$ cat src/rtl/branch_resolve_unit.sv
// EX-stage branch resolver: decodes MIPS conditional branches, flags mispredicts,
// and trains a 2-bit saturating BHT plus saturating branch/mispredict counters.
module branch_resolve_unit #(
    parameter  int DATA_WIDTH = 32,
    parameter  int BHT_DEPTH  = 64,
    parameter  int STAT_W     = 16,
    localparam int IDX_W      = $clog2(BHT_DEPTH)
) (
    input  logic                  Clk,
    input  logic                  Rst,
    input  logic                  In_Valid,
    output logic                  In_Ready,
    input  logic [DATA_WIDTH-1:0] ReadData1,
    input  logic [DATA_WIDTH-1:0] ReadData2,
    input  logic [5:0]            OpCode,
    input  logic [4:0]            Instruction_20_16,
    input  logic [IDX_W-1:0]      BrIndex,
    input  logic                  PredTaken,
    input  logic                  Flush,
    output logic                  Out_Valid,
    input  logic                  Out_Ready,
    output logic                  IsBranch,
    output logic                  Taken,
    output logic                  Mispredict,
    output logic                  IsLink,
    input  logic [IDX_W-1:0]      LookupIndex,
    output logic                  LookupTaken,
    output logic [STAT_W-1:0]     BranchCount,
    output logic [STAT_W-1:0]     MispredCount
);

    localparam logic [STAT_W-1:0] STAT_ONE = STAT_W'(1);

    logic [1:0]       bht [BHT_DEPTH];
    logic [IDX_W-1:0] held_idx;
    logic             dec_branch;
    logic             dec_taken;
    logic             dec_link;
    logic             rs_neg;
    logic             rs_zero;
    logic             accept;
    logic             handoff;

    assign rs_neg  = ReadData1[DATA_WIDTH-1];
    assign rs_zero = (ReadData1 == '0);

    always_comb begin
        dec_branch = 1'b0;
        dec_taken  = 1'b0;
        dec_link   = 1'b0;
        case (OpCode)
            6'b000100: begin dec_branch = 1'b1; dec_taken = (ReadData1 == ReadData2); end
            6'b000101: begin dec_branch = 1'b1; dec_taken = (ReadData1 != ReadData2); end
            6'b000110: begin dec_branch = 1'b1; dec_taken = rs_neg || rs_zero;        end
            6'b000111: begin dec_branch = 1'b1; dec_taken = !rs_neg && !rs_zero;      end
            6'b000001: begin
                case (Instruction_20_16)
                    5'b00000: begin dec_branch = 1'b1; dec_taken = rs_neg;  end
                    5'b00001: begin dec_branch = 1'b1; dec_taken = !rs_neg; end
                    5'b10000: begin dec_branch = 1'b1; dec_taken = rs_neg;  dec_link = 1'b1; end
                    5'b10001: begin dec_branch = 1'b1; dec_taken = !rs_neg; dec_link = 1'b1; end
                    default:  ;
                endcase
            end
            default: ;
        endcase
    end

    assign In_Ready    = !Flush && (!Out_Valid || Out_Ready);
    assign accept      = In_Valid && In_Ready;
    assign handoff     = Out_Valid && Out_Ready && !Flush;
    // Combinational read sees the pre-update entry when it collides with a handoff.
    assign LookupTaken = bht[LookupIndex][1];

    always_ff @(posedge Clk or posedge Rst) begin
        if (Rst) begin
            Out_Valid    <= 1'b0;
            IsBranch     <= 1'b0;
            Taken        <= 1'b0;
            Mispredict   <= 1'b0;
            IsLink       <= 1'b0;
            held_idx     <= '0;
            BranchCount  <= '0;
            MispredCount <= '0;
            for (int unsigned i = 0; i < BHT_DEPTH; i++) begin
                bht[i] <= 2'b01;
            end
        end else begin
            if (accept) begin
                Out_Valid  <= 1'b1;
                IsBranch   <= dec_branch;
                Taken      <= dec_taken;
                Mispredict <= dec_branch && (dec_taken != PredTaken);
                IsLink     <= dec_link;
                held_idx   <= BrIndex;
            end else if (handoff || Flush) begin
                Out_Valid <= 1'b0;
            end

            if (handoff && IsBranch) begin
                if (Taken && bht[held_idx] != 2'b11) begin
                    bht[held_idx] <= bht[held_idx] + 2'b01;
                end else if (!Taken && bht[held_idx] != 2'b00) begin
                    bht[held_idx] <= bht[held_idx] - 2'b01;
                end
                if (BranchCount != '1) begin
                    BranchCount <= BranchCount + STAT_ONE;
                end
                if (Mispredict && MispredCount != '1) begin
                    MispredCount <= MispredCount + STAT_ONE;
                end
            end
        end
    end

endmodule

$ cat config.mk
export PLATFORM = sky130hd
export DESIGN_NAME = branch_resolve_unit
export DESIGN_NICKNAME = d
export VERILOG_FILES = /design/src/rtl/branch_resolve_unit.sv
export SDC_FILE = /design/constraint.sdc
export NUM_CORES = 1
export LEC_CHECK = 0
export ABC_CLOCK_PERIOD_IN_PS = 10890
export CORE_MARGIN = 2
export CORE_UTILIZATION = 50
export CTS_CLUSTER_DIAMETER = 40
export CTS_CLUSTER_SIZE = 20
export DETAILED_ROUTE_END_ITERATION = 7
export HOLD_SLACK_MARGIN = 0.03
export PLACE_DENSITY = 0.74
export SYNTH_ARGS = -nofsm -noshare
export SYNTH_HDL_FRONTEND = slang
export SYNTH_SLANG_ARGS = --single-unit
$ cat constraint.sdc
create_clock -name Clk -period 10.89 [get_ports Clk]
set_input_delay 1.6335 -clock Clk [delete_from_list [all_inputs] [get_ports Clk]]
set_output_delay 1.6335 -clock Clk [all_outputs]
set_load 0.005 [all_outputs]
==> flow_metrics.py <==
metrics = {
    "run_status": {
        "status": "complete, no violations",
    },
    "placed_design": {
        "gp_congestion": 0.883,
        "port_buffers": 131,
        "post-dp-hpwl_mm": 18.4,
    },
    "grt": {
        "grt_pass1_vias": 7344,
        "antenna_found_initial": 0,
        "grt_use_total_pct": 26.2,
        "grt_pass1_wl_mm": 40.4,
        "grt_max_degree": 88,
        "grt-ovfl-total": 0,
    },
    "floorplanning": {
        "ioPinCount": 132,
        "die_x_um": 143,
        "start_util_pct": 51.1,
        "die-area_mm2": 0.0203,
        "rows": 50,
        "coreArea_mm2": 0.0188,
        "die_h_um": 143,
    },
    "cts": {
        "htree_levels": 4,
        "numCtsBuffers": 17,
        "cts_tree": "yes",
        "max-clock-path-buffers": 2,
        "path_clk_slew_ns": 0.07,
        "root_buffer": "clkbuf_16",
        "cts.hold.buffers_added": 0,
        "clkLatencyLatePin_ns": 0.44,
        "cts_sinks": 171,
        "post_cts_buffers": 0,
        "post_cts_resized": 0,
    },
    "logic_synthesis": {
        "avgSynthCellArea_um2": 11.9,
        "async_flop_share_pct": 100,
        "ys_seq_area_share_pct": 45.4,
        "synth_top_family_by_area": "multiplexers",
        "yosysWarnings": 0,
        "synth_mux_area_share_pct": 25.8,
        "synth_xor_xnor_area_share_pct": 5.75,
        "ys_seq_elements": 171,
        "synth-edff-count": 0,
        "synth_compound_area_share_pct": 6.69,
        "syn_nets": 902,
        "yosys.area_share.simple_pct": 12.2,
        "syn_inst": 805,
        "syn_area_mm2": 0.00959,
        "yosys.area_share.adder_pct": 0.522,
        "ys_types": 76,
        "ys.flop_type": "dfrtp_1",
    },
    "min_path": {
        "whs_endpoint": "BranchCount[3]",
        "hp-class": "register to register",
        "hold_depth": 1,
        "min_from": "BranchCount[3]",
    },
    "layout": {
        "final_cell_mix": "131 x clkdlybuf4s50_1, 125 x mux2_2, 106 x dfrtp_1",
        "drive_above_1_share_pct": 29.9,
        "final_core_util_pct": 61.7,
        "fillers": 1491,
        "finalNetCount": 1019,
        "syn2layout_area_growth_pct": 20.7,
        "layout_commonest_cell": "clkdlybuf4s50_1",
    },
    "worst_setup_path": {
        "worstPathMaxFanout": 16,
        "endpoint_kind": "output pin",
        "cp_data_required_time_ns": 9.26,
        "r2r_cells": 14,
        "r2r_start": "held_idx[1]",
        "path_class": "input pin to output pin",
        "worstPathArrival_ns": 4.72,
        "r2r_end": "bht[83]",
        "cp-start-kind": "input pin",
        "rrSetupSlack_ns": 5.64,
    },
    "timing": {
        "fmax_ghz": 0.157,
        "finalHoldViolCount": 0,
        "post-route-period-util_pct": 58.4,
        "slew_headroom_pct": 29.4,
        "min_period_ns": 6.36,
        "worst_clock_skew_ns": 0.00971,
        "rsz0062_at_grt": "no",
        "slew_viol_final": 0,
        "setup_violations": 0,
        "fin_setup_tns_ns": 0,
        "worst_slew_pin_slew_ns": 1.05,
        "hold_slack_ns": 0.498,
    },
    "routing": {
        "detail-route-antenna-nets": 0,
        "drtPass1Iterations": 5,
        "post_drt_wl_per_cell_um": 21.8,
        "wl_mm": 25.5,
        "viasPerCell": 6.08,
        "drcViolationCount": 0,
        "drtIter0Drc": 436,
        "vias": 7115,
    },
    "power_and_ir_drop": {
        "p_leak_nw": 4.86,
        "power_density_mw_per_mm2": 142,
        "ir_drop_mv": 0.104,
    },
    "job": {
        "maxCapViolations": 0,
    },
}
cells in the mapped netlist, types with 3 or more instances:
master / instances / share of area [%]
ha_1: 4 / 0.52
mux2_1: 22 / 2.6
nor4_1: 11 / 0.72
nand3_1: 16 / 0.83
buf_6: 13 / 1.5
o31ai_1: 4 / 0.31
nor3_1: 6 / 0.31
dfstp_2: 64 / 18
inv_1: 17 / 0.67
o21ai_0: 3 / 0.16
clkbuf_1: 11 / 0.43
xnor2_1: 47 / 4.3
nor2_1: 76 / 3.0
o32ai_1: 3 / 0.27
buf_4: 4 / 0.31
buf_2: 8 / 0.42
a21oi_1: 12 / 0.63
a31o_2: 3 / 0.27
a31oi_1: 3 / 0.20
and4_1: 6 / 0.55
mux2_2: 125 / 15
dfrtp_1: 107 / 28
o221ai_1: 5 / 0.46
mux2i_1: 14 / 1.5
or3_1: 3 / 0.20
xor2_1: 16 / 1.5
nand2b_1: 4 / 0.26
a22oi_1: 7 / 0.55
o22ai_1: 9 / 0.59
nand4_1: 17 / 1.1
nand2_1: 66 / 2.6
mux4_2: 30 / 7.0
nor2b_1: 5 / 0.33
and3_1: 7 / 0.46
a211oi_1: 3 / 0.23
nor3_2: 3 / 0.31
metrics by stage:
step	power [mW]	std cells	cell area, µm²	setup slack, ns
6_report	1.64	1170	11600	4.53
4_1_cts	1.64	1169	11600	4.50
5_1_grt	1.70	1169	11600	4.23
3_3_place_gp	1.01	1137	11000	4.49
3_5_place_dp	1.02	1137	11000	4.50
2_1_floorplan	0.903	805	9590	4.73
per-layer routing:
layer,wire length (µm),up-vias,track usage [%],part of all wire (%)
met4,767,0,10.9,3.0
met3,2200,57,7.97,8.6
met5,0,-,0,0
met2,12500,335,42.6,49
li1,-,3189,-,-
met1,10100,3534,32.5,40
area by class of cell:
class / instances / area [µm²] / share of cell area, %
Timing Repair Buffer: 137 / 1360 / 11.7
Antenna cell: 1 / 2.50 / 0.0216
Inverter: 19 / 76.3 / 0.659
Tap cell: 234 / 293 / 2.53
Sequential cell: 171 / 4360 / 37.6
Clock buffer: 18 / 429 / 3.70
Multi-Input combinational cell: 576 / 4890 / 42.2
Clock inverter: 14 / 176 / 1.52
worst max-delay path, cell delays in order:
cell and delay (ns):
clkdlybuf4s50_1 1.17, mux4_2 0.60, mux4_2 0.46, nor2b_1 0.14, a211oi_1 0.21, a21oi_1 0.06
clkdlybuf4s50_1 0.45
logic make-up after synthesis:
family | count (synthesis)
AND/OR/NAND/NOR | 239
multiplexers | 191
flip-flops | 171
AO/OA/AOI/OAI | 79
XOR/XNOR | 63
buffers and inverters | 58
adder cells (fa/ha/maj) | 4
where the power goes:
| group | switching (mW) | total, mW | internal, mW |
|---|---|---|---|
| clock network | 0.280 | 0.629 | 0.349 |
| logic | 0.218 | 0.339 | 0.121 |
| registers | 0.0292 | 0.673 | 0.644 |
| total | 0.527 | 1.64 | 1.11 |
worst max path at each step:
| stage | start | end | slack (ns) | cells past startpoint |
|---|---|---|---|---|
| CTS | LookupIndex[0] | LookupTaken | 4.50 | 7 |
| global placement | LookupIndex[0] | LookupTaken | 4.49 | 7 |
| global route | LookupIndex[0] | LookupTaken | 4.23 | 7 |
| finish | LookupIndex[0] | LookupTaken | 4.53 | 7 |
| detailed placement | LookupIndex[0] | LookupTaken | 4.50 | 7 |
| floorplan | Rst | BranchCount[0] | 4.73 | 1 |
Note: power is estimated with default switching activity, not from simulation.
